===== src/rtl/clk_en_gen_pkg.sv =====
// Shared types and helpers for the clk_en_gen fractional clock-enable generator.
package clk_en_gen_pkg;

   typedef enum logic [1:0] {
      ST_RESET,
      ST_APPLY,
      ST_SETTLE,
      ST_LOCKED
   } state_t;

   localparam int NUM_CH_MAX = 16;
   localparam int ACC_W_MIN  = 8;
   localparam int ACC_W_MAX  = 48;

   // Index width for n items, never narrower than one bit.
   function automatic int idx_w(input int n);
      return (n > 1) ? $clog2(n) : 1;
   endfunction

endpackage


===== src/rtl/clk_en_acc.sv =====
// One phase-accumulator channel: active inc/acc, registered carry strobe.
// Optional CLK_EN_GEN_DUTY_EN adds the registered accumulator MSB as a duty-cycle level.
module clk_en_acc
   import clk_en_gen_pkg::*;
#(
   parameter int               ACC_W       = 32,
   parameter logic [ACC_W-1:0] DEFAULT_INC = '0
) (
   input  logic             clk,
   input  logic             reset_n,
   input  logic             load,
   input  logic [ACC_W-1:0] load_inc,
   input  logic [ACC_W-1:0] load_phase,
`ifdef CLK_EN_GEN_DUTY_EN
   output logic             msb,
`endif
   output logic             ce
);

   logic [ACC_W-1:0] inc;
   logic [ACC_W-1:0] acc;
   logic [ACC_W-1:0] load_acc;
   logic [ACC_W:0]   sum;

   assign sum      = {1'b0, acc} + {1'b0, inc};
   // The APPLY cycle already takes the first step at the new rate; its carry is dropped.
   assign load_acc = load_phase + load_inc;

   always_ff @(posedge clk) begin
      if (!reset_n) begin
         inc <= DEFAULT_INC;
         acc <= '0;
         ce  <= 1'b0;
      end else if (load) begin
         inc <= load_inc;
         acc <= load_acc;
         ce  <= 1'b0;
      end else begin
         acc <= sum[ACC_W-1:0];
         ce  <= sum[ACC_W];
      end
   end

`ifdef CLK_EN_GEN_DUTY_EN
   always_ff @(posedge clk) begin
      if (!reset_n) msb <= 1'b0;
      else          msb <= acc[ACC_W-1];
   end
`endif

endmodule


===== src/rtl/clk_en_gen.sv =====
// Multi-channel fractional clock-enable generator with shadow config, atomic commit and lock status.
// Optional CLK_EN_GEN_DUTY_EN adds the clk_out duty-cycle outputs.
module clk_en_gen
   import clk_en_gen_pkg::*;
#(
   parameter int               NUM_CH      = 4,
   parameter int               ACC_W       = 32,
   parameter int               LOCK_CYCLES = 1024,
   parameter logic [ACC_W-1:0] DEFAULT_INC = '0,
   parameter int               CH_W        = idx_w(NUM_CH)
) (
   input  logic              clk_74a,
   input  logic              reset_n,
   input  logic              cfg_valid,
   output logic              cfg_ready,
   input  logic [CH_W-1:0]   cfg_ch,
   input  logic [ACC_W-1:0]  cfg_inc,
   input  logic [ACC_W-1:0]  cfg_phase,
   input  logic              cfg_commit,
   output logic              cfg_err,
   output logic [NUM_CH-1:0] ce,
`ifdef CLK_EN_GEN_DUTY_EN
   output logic [NUM_CH-1:0] clk_out,
`endif
   output logic              locked
);

   localparam int              CNT_W    = idx_w(LOCK_CYCLES);
   localparam logic [CNT_W-1:0] CNT_LAST = CNT_W'(LOCK_CYCLES - 1);

   typedef struct packed {
      logic [ACC_W-1:0] inc;
      logic [ACC_W-1:0] phase;
   } ch_cfg_t;

   state_t            state, state_nxt;
   logic [CNT_W-1:0]  cnt, cnt_nxt;
   ch_cfg_t           shadow [NUM_CH];
   logic [NUM_CH-1:0] ch_hit;
   logic              in_range;
   logic              wr_acc;
   logic              commit_acc;
   logic              apply;

   assign cfg_ready  = (state == ST_SETTLE) || (state == ST_LOCKED);
   assign locked     = (state == ST_LOCKED);
   assign apply      = (state == ST_APPLY);
   assign wr_acc     = cfg_valid && cfg_ready;
   assign commit_acc = cfg_commit && cfg_ready;
   assign in_range   = |ch_hit;

   always_comb begin
      for (int i = 0; i < NUM_CH; i++) ch_hit[i] = (cfg_ch == CH_W'(i));
   end

   always_comb begin
      // NOTE: defaults first so every path assigns the next values and no latch is inferred.
      state_nxt = state;
      cnt_nxt   = cnt;
      case (state)
         ST_RESET: begin
            state_nxt = ST_SETTLE;
            cnt_nxt   = '0;
         end
         ST_APPLY: begin
            cnt_nxt   = cnt + 1'b1;
            state_nxt = (cnt == CNT_LAST) ? ST_LOCKED : ST_SETTLE;
         end
         ST_SETTLE: begin
            if (commit_acc) begin
               state_nxt = ST_APPLY;
               cnt_nxt   = '0;
            end else if (cnt == CNT_LAST) begin
               state_nxt = ST_LOCKED;
            end else begin
               cnt_nxt   = cnt + 1'b1;
            end
         end
         ST_LOCKED: begin
            if (commit_acc) begin
               state_nxt = ST_APPLY;
               cnt_nxt   = '0;
            end
         end
         default: state_nxt = ST_RESET;
      endcase
   end

   always_ff @(posedge clk_74a) begin
      // NOTE: sequential state uses non-blocking assignments so all flops update from pre-edge values.
      if (!reset_n) begin
         state   <= ST_RESET;
         cnt     <= '0;
         cfg_err <= 1'b0;
      end else begin
         state   <= state_nxt;
         cnt     <= cnt_nxt;
         cfg_err <= wr_acc && !in_range;
      end
   end

   always_ff @(posedge clk_74a) begin
      // NOTE: the shadow array is a handful of flops that must discard pending writes on reset, so it is reset, unlike a RAM.
      if (!reset_n) begin
         for (int i = 0; i < NUM_CH; i++) shadow[i] <= '{inc: DEFAULT_INC, phase: '0};
      end else if (wr_acc) begin
         for (int i = 0; i < NUM_CH; i++) begin
            if (ch_hit[i]) shadow[i] <= '{inc: cfg_inc, phase: cfg_phase};
         end
      end
   end

   for (genvar g = 0; g < NUM_CH; g++) begin : g_ch
      clk_en_acc #(
         .ACC_W       (ACC_W),
         .DEFAULT_INC (DEFAULT_INC)
      ) u_acc (
         .clk        (clk_74a),
         .reset_n    (reset_n),
         .load       (apply),
         .load_inc   (shadow[g].inc),
         .load_phase (shadow[g].phase),
`ifdef CLK_EN_GEN_DUTY_EN
         .msb        (clk_out[g]),
`endif
         .ce         (ce[g])
      );
   end

endmodule


===== config.mk =====
export PLATFORM = sky130hd
export DESIGN_NAME = clk_en_gen
export DESIGN_NICKNAME = d
export VERILOG_FILES = /design/src/rtl/clk_en_gen_pkg.sv /design/src/rtl/clk_en_acc.sv /design/src/rtl/clk_en_gen.sv
export SDC_FILE = /design/constraint.sdc
export NUM_CORES = 1
export LEC_CHECK = 0
export BUFFER_PORTS_ARGS = -buffer_cell sky130_fd_sc_hd__clkbuf_2
export CAP_MARGIN = 20
export CORE_ASPECT_RATIO = 1.1
export CORE_MARGIN = 2
export CORE_UTILIZATION = 50
export DETAILED_ROUTE_END_ITERATION = 16
export PLACE_DENSITY_LB_ADDON = 0.15
export SETUP_SLACK_MARGIN = 0.02
export SLEW_MARGIN = 40
export SYNTH_ARGS = -nofsm -noshare
export SYNTH_HDL_FRONTEND = slang
export SYNTH_SLANG_ARGS = --single-unit

===== constraint.sdc =====
create_clock -name clk_74a -period 16.4 [get_ports clk_74a]
set_input_delay 3.28 -clock clk_74a [delete_from_list [all_inputs] [get_ports clk_74a]]
set_output_delay 3.28 -clock clk_74a [all_outputs]
set_load 0.02 [all_outputs]

-- After elaboration in Yosys (flattened, before gate mapping)
Memory sizes are Yosys's and may differ from the RTL's.
Index checks and enable logic that the tools add are counted.
Widths: inputs -> output; s select.
- add/subtract/negate cells: 9
- eq/ne operators: 10
- multiplexer cells: 34
- bitwise operators: 5
- reductions and logical operators: 11
- operators with widths (kind ; number):
    $mux 64 ; 4
    $add 32x32->33 ; 4
    $add 32x32->32 ; 4
    $mux 32 ; 4
    $pmux 10 s4 ; 1
    $mux 10 ; 3
    $mux 1 ; 18
    $add 10x1->10 const B ; 1
    $eq 10x10->1 const B ; 1
    $eq 2x2->1 const B ; 4
    $pmux 2 s4 ; 1
    $mux 2 ; 3
    $eq 2x1->1 const B ; 2
    $logic_not 2->1 ; 2
    $or 1x1->1 ; 4
    $reduce_and 2->1 ; 2
    $reduce_or 4->1 ; 1
    $logic_and 1x1->1 ; 3
    $ne 3x2->1 const B ; 1
    $ne 3x3->1 const B ; 1
    $ne 2x1->1 const B ; 1
    $reduce_or 2->1 ; 1
    $logic_not 1->1 ; 1
    $logic_or 1x1->1 ; 1
    $not 1->1 ; 1
- flip-flop bits (word level): 273
- bits in writable memories: 256
- input port bits: 70
- output and inout bits: 7
- word-level logic and storage cells: 85
- memories: 1
- memories (name ; depth ; bits a word ; rd ports ; clocked after Yosys merged registers in ; wr ports ; RTL line ; source):
    shadow ; 4 ; 64 ; 4 ; 0 ; 4 ; clk_en_gen.sv:38 ; ch_cfg_t shadow [NUM_CH];

-- Longest topological paths before layout
- depth in word-level cells: 7
- depth in mapped cells: 12
- mapped depth without buffers: 12

-- Modules after synthesis
Synthesis repeated with hierarchy kept, for this count alone.
- cell total of the unflattened synthesis: 3381
- area, all modules: 32767.7 um^2
- modules (own cells, without submodules) (module ; instances ; cells an instance ; area each (um^2) ; sequential area each (um^2)):
    clk_en_acc at g_ch[0].u_acc ... ; 2 ; 682 ; 5686.7 ; 1301.2
    clk_en_acc at g_ch[2].u_acc ... ; 2 ; 692 ; 5591.6 ; 1301.2
    clk_en_gen ; 1 ; 633 ; 10211.0 ; 7947.6

-- Worst setup path after synthesis
No wires, ideal clock.
- path kind: input-to-reg
- start: input cfg_valid
- end: memory shadow[0][0] (netlist name) (enable)
- library setup time: 0.582 ns
- data arrival time: 8.098 ns
- data required time: 15.818 ns
- path slack: 7.720 ns
- cell stages on the path: 2
- path buffers: 0
- path through: nand2_1 > o31ai_1
- RTL lines (item ; RTL line ; source):
    from (decl) ; clk_en_gen.sv:14 ; input logic cfg_valid,
    to (decl) ; clk_en_gen.sv:38 ;

-- Worst setup path after layout
- start: register state[0]
- end: output cfg_ready
- word-level cells in the longest chain between the ends: 2
- elaborated cells between the ends (all ways): 3
- those cells by class: eq/ne (2); reduce/logical (1)
- ends and longest elaborated chain (item ; RTL line ; source):
    from (decl) ; clk_en_gen.sv:36 ; state_t state, state_nxt;
    from (signal assigned) ; clk_en_gen.sv:96 ; state <= state_nxt;
    $eq 2x2->1 ; clk_en_gen.sv:45 ; assign cfg_ready = (state == ST_SETTLE) || (state == ST_LOCKED);
    $logic_or 1x1->1 * ; clk_en_gen.sv:45 ;
    to (decl) ; clk_en_gen.sv:15 ; output logic cfg_ready,
Every way passes the cells marked *; elsewhere a longest branch is shown, timed or not.

==> impl_metrics.py <==
metrics = {
    "outcome": {
        "outcome": "completed",
    },
    "yosys": {
        "synth-simple-area-share_pct": 16.4,
        "syn_avg_cell_area_um2": 9.86,
        "yosysMostFrequentCell": "nor2_1",
        "ys_dominant_reg_cell": "dfxtp_1",
        "async_reset_ff_share_pct": 0,
        "syn_inst": 3120,
        "synth_largest_area_cell": "edfxtp_1",
        "synth_common_cells": "nor2_1 (335), dfxtp_1 (273), and2_1 (266)",
        "synth-xor-area-share_pct": 5.98,
        "synth-adder-area-share_pct": 11.0,
        "synthMuxAreaShare_pct": 5.02,
        "synth_top_family_by_area": "compound AO/OA/AOI/OAI gates",
        "synthTopCellsByArea": "edfxtp_1 (25%), dfxtp_1 (18%), ha_1 (10%)",
        "yosys_warnings": 0,
        "synth_cell_types": 90,
        "synth_edf_count": 256,
        "seq_area_frac_synth_pct": 42.8,
        "synth_top_area_share_pct": 25.0,
        "synth-seq-cells": 529,
        "synth_compound_area_share_pct": 16.8,
        "syn_area_mm2": 0.0308,
        "syn-num-nets": 3455,
    },
    "finish": {
        "regArea_mm2": 0.0132,
        "fillers": 5192,
        "syn_to_final_growth_pct": 10.5,
        "num-nets-final": 3497,
        "drive_gt1_share_pct": 7.48,
        "fin_util_pct": 55.7,
        "multiInputGateArea_mm2": 0.0171,
        "fin_cells": 4034,
    },
    "drt": {
        "num_vias": 23100,
        "wire_per_inst_um": 18.3,
        "ant_nets": 0,
        "drc": 0,
        "drt_iter0_drc": 1426,
        "routed_via_density": 5.72,
        "firstDrtPassIters": 7,
        "postRouteWirelength_um": 74000,
    },
    "die": {
        "dieHeight_um": 264,
        "die_area_mm2": 0.0635,
        "start_util_pct": 50.4,
        "die_w_um": 240,
        "rows": 95,
        "ios": 77,
        "core_area_mm2": 0.0610,
    },
    "timing": {
        "finalClockSkew_ns": 0.0106,
        "rsz0062_at_grt": "false",
        "relSlewSlack_pct": 44.7,
        "fmax_mhz": 193,
        "setup_viol": 0,
        "period_share_pct": 31.6,
        "worst_slew_pin_slew_ns": 0.809,
        "fin_tns_setup_ns": 0,
        "hold_violations": 0,
        "fin_crit_ns": 5.19,
        "slew_viol_final": 0,
        "setup_slack_ns": 11.21,
    },
    "placed_design": {
        "detailed_place_hpwl_um": 54200,
        "pre_cts_ws_ns": 10.56,
        "gp_congestion": 0.883,
        "dp.cells": 3929,
        "io_buffer_count": 76,
    },
    "power_and_ir_drop": {
        "p_switching_w": 0.00110,
        "seqPwrFrac_pct": 42.0,
        "clockPowerShare_pct": 36.1,
        "power.density_mw_per_mm2": 110,
        "p_sw_share_pct": 29.3,
        "vdd.ir_drop.worst_v": 0.0000876,
        "leakagePower_nw": 14.6,
        "p_comb_share_pct": 22.0,
        "p_int_w": 0.00265,
    },
    "setup_path": {
        "endpoint": "cfg_ready",
        "cp_max_fo": 4,
        "critPathKind": "flop to primary output",
        "cp_data_required_time_ns": 13.12,
        "cpLargestDelayFamily": "flip-flops",
        "cpMaxStageDelayCell": "dfxtp_1",
        "r2r_slack_ns": 12.31,
        "cp_num_cells": 5,
        "regToRegEndpoint": "g_ch[2].u_acc.acc[28]$_SDFF_PN0_",
        "start_kind": "flop",
        "crit_arrival_ns": 1.91,
        "critPathBufInv": 3,
        "r2r_cells": 12,
        "cpMostUsedCell": "inv_1",
        "crit_path_start": "state[0]$_SDFFE_PN0P_",
        "slowest_delay_ns": 0.45,
        "endpoint_kind": "primary output",
        "crit_chain": "inv_1 -> ha_1 -> nor2_1 -> inv_1 -> clkbuf_2",
        "reg2reg_from": "shadow[2][0]$_SDFFCE_PN0P_",
    },
    "global_routing": {
        "grt_max_degree": 101,
        "grt_pass1_wl_um": 117000,
        "gr-total-overflow": 0,
        "antenna_found_initial": 3,
        "grt.total_usage_pct": 23.2,
        "first_global_vias": 22500,
    },
    "clock_tree": {
        "numCtsBuffers": 55,
        "clock-sinks": 529,
        "cts_setup_buffers": 0,
        "cts.clk_slew.worst_paths_ns": 0.06,
        "cts_tree": "done",
        "cts_max_level": 2,
        "cts_hold_buf": 0,
        "clock_latency_ns": 0.61,
        "root_buffer": "clkbuf_16",
        "cts.repair.resized": 0,
        "clk_path_buf_depth": 3,
    },
    "job": {
        "max_cap_violations": 0,
    },
    "worst_hold_path": {
        "hold_class": "flop to flop",
    },
}
==> layout make-up <==
type | instances | area share (%)
Multi-Input combinational cell | 2428 | 50.2
Timing Repair Buffer | 96 | 1.67
Clock inverter | 39 | 1.42
Antenna cell | 2 | 0.0147
Inverter | 52 | 0.596
Sequential cell | 529 | 38.7
Tap cell | 824 | 3.03
Clock buffer | 64 | 4.36
==> sequential cells by signal, summed over array words and instances, names as in the netlist <==
name,cells
cfg_err,1
cnt,10
g_ch.u_acc.acc,128
g_ch.u_acc.ce,4
g_ch.u_acc.inc,128
shadow,256
state,2
==> routing by layer <==
| layer | global-route usage [%] | vias up | routed length (µm) |
|---|---|---|---|
| met3 | 2.68 | 159 | 3510 |
| met5 | 0 | - | 0 |
| met2 | 38.0 | 544 | 33800 |
| li1 | - | 11400 | - |
| met1 | 31.6 | 11000 | 34200 |
| met4 | 7.97 | 0 | 2380 |
==> cells by family after synthesis <==
family	count (synthesis)
AO/OA/AOI/OAI	784
other	1
XOR/XNOR	210
AND/OR/NAND/NOR	1014
adder cells (fa/ha/maj)	265
buffers and inverters	163
flip-flops	529
multiplexers	154
==> through the flow <==
stage,total power (W),hold WS [ns],cell area (µm²)
2_1_floorplan,0.00222,0.444,30800
3_3_place_gp,0.00239,0.456,32000
3_5_place_dp,0.00241,0.463,32000
4_1_cts,0.00378,0.472,34000
5_1_grt,0.00393,0.493,34000
6_report,0.00375,0.476,34000
==> power by group through the flow <==
stage          logic, W  registers [W]  clock network, W
2_1_floorplan  0.000633        0.00159                 0
3_3_place_gp   0.000789        0.00160                 0
3_5_place_dp   0.000812        0.00160                 0
4_1_cts        0.000819        0.00158           0.00138
5_1_grt        0.000914        0.00159           0.00143
6_report       0.000824        0.00158           0.00136
==> worst min path at each step <==
stage	startpoint	end	slack, ns	depth (start not counted)
after detailed placement	cnt[1]$_SDFFE_PN0P_	cnt[1]$_SDFFE_PN0P_	0.46	2
after CTS	cnt[1]$_SDFFE_PN0P_	cnt[1]$_SDFFE_PN0P_	0.47	2
final	cnt[1]$_SDFFE_PN0P_	cnt[1]$_SDFFE_PN0P_	0.48	2
after global placement	cnt[8]$_SDFFE_PN0P_	cnt[8]$_SDFFE_PN0P_	0.46	2
after floorplan	cnt[8]$_SDFFE_PN0P_	cnt[8]$_SDFFE_PN0P_	0.44	2
after global routing	cnt[1]$_SDFFE_PN0P_	cnt[1]$_SDFFE_PN0P_	0.49	2
==> worst register-to-register path, delay by kind of cell, from the launching register on <==
family	cells	cell delay, ns
compound gates	9	2.74
fa+ha+maj	2	0.68
flops	1	0.43
simple gates	1	0.12
==> placed cells by master (no fill, tap or decap), types with 15 or more instances in the layout <==
cell type and instances:
nand3_1 66, dfxtp_1 273, ha_1 256, mux2i_1 151, nor2_1 332, nand2_1 167
o21ai_0 97, a21oi_1 251, clkbuf_2 76, buf_4 15, and2_1 266, o22ai_1 17
nor3_1 26, and3_1 23, a21o_1 142, xnor2_1 135, or3_1 16, xor2_1 75
o21a_1 30, edfxtp_1 256, o21bai_1 32, clkbuf_16 57, nand2b_1 28, nand4_1 23
o211ai_1 15, nor2b_1 22, a211oi_1 45, inv_1 50, a31oi_1 29
Power figures use the tool's default switching activity.
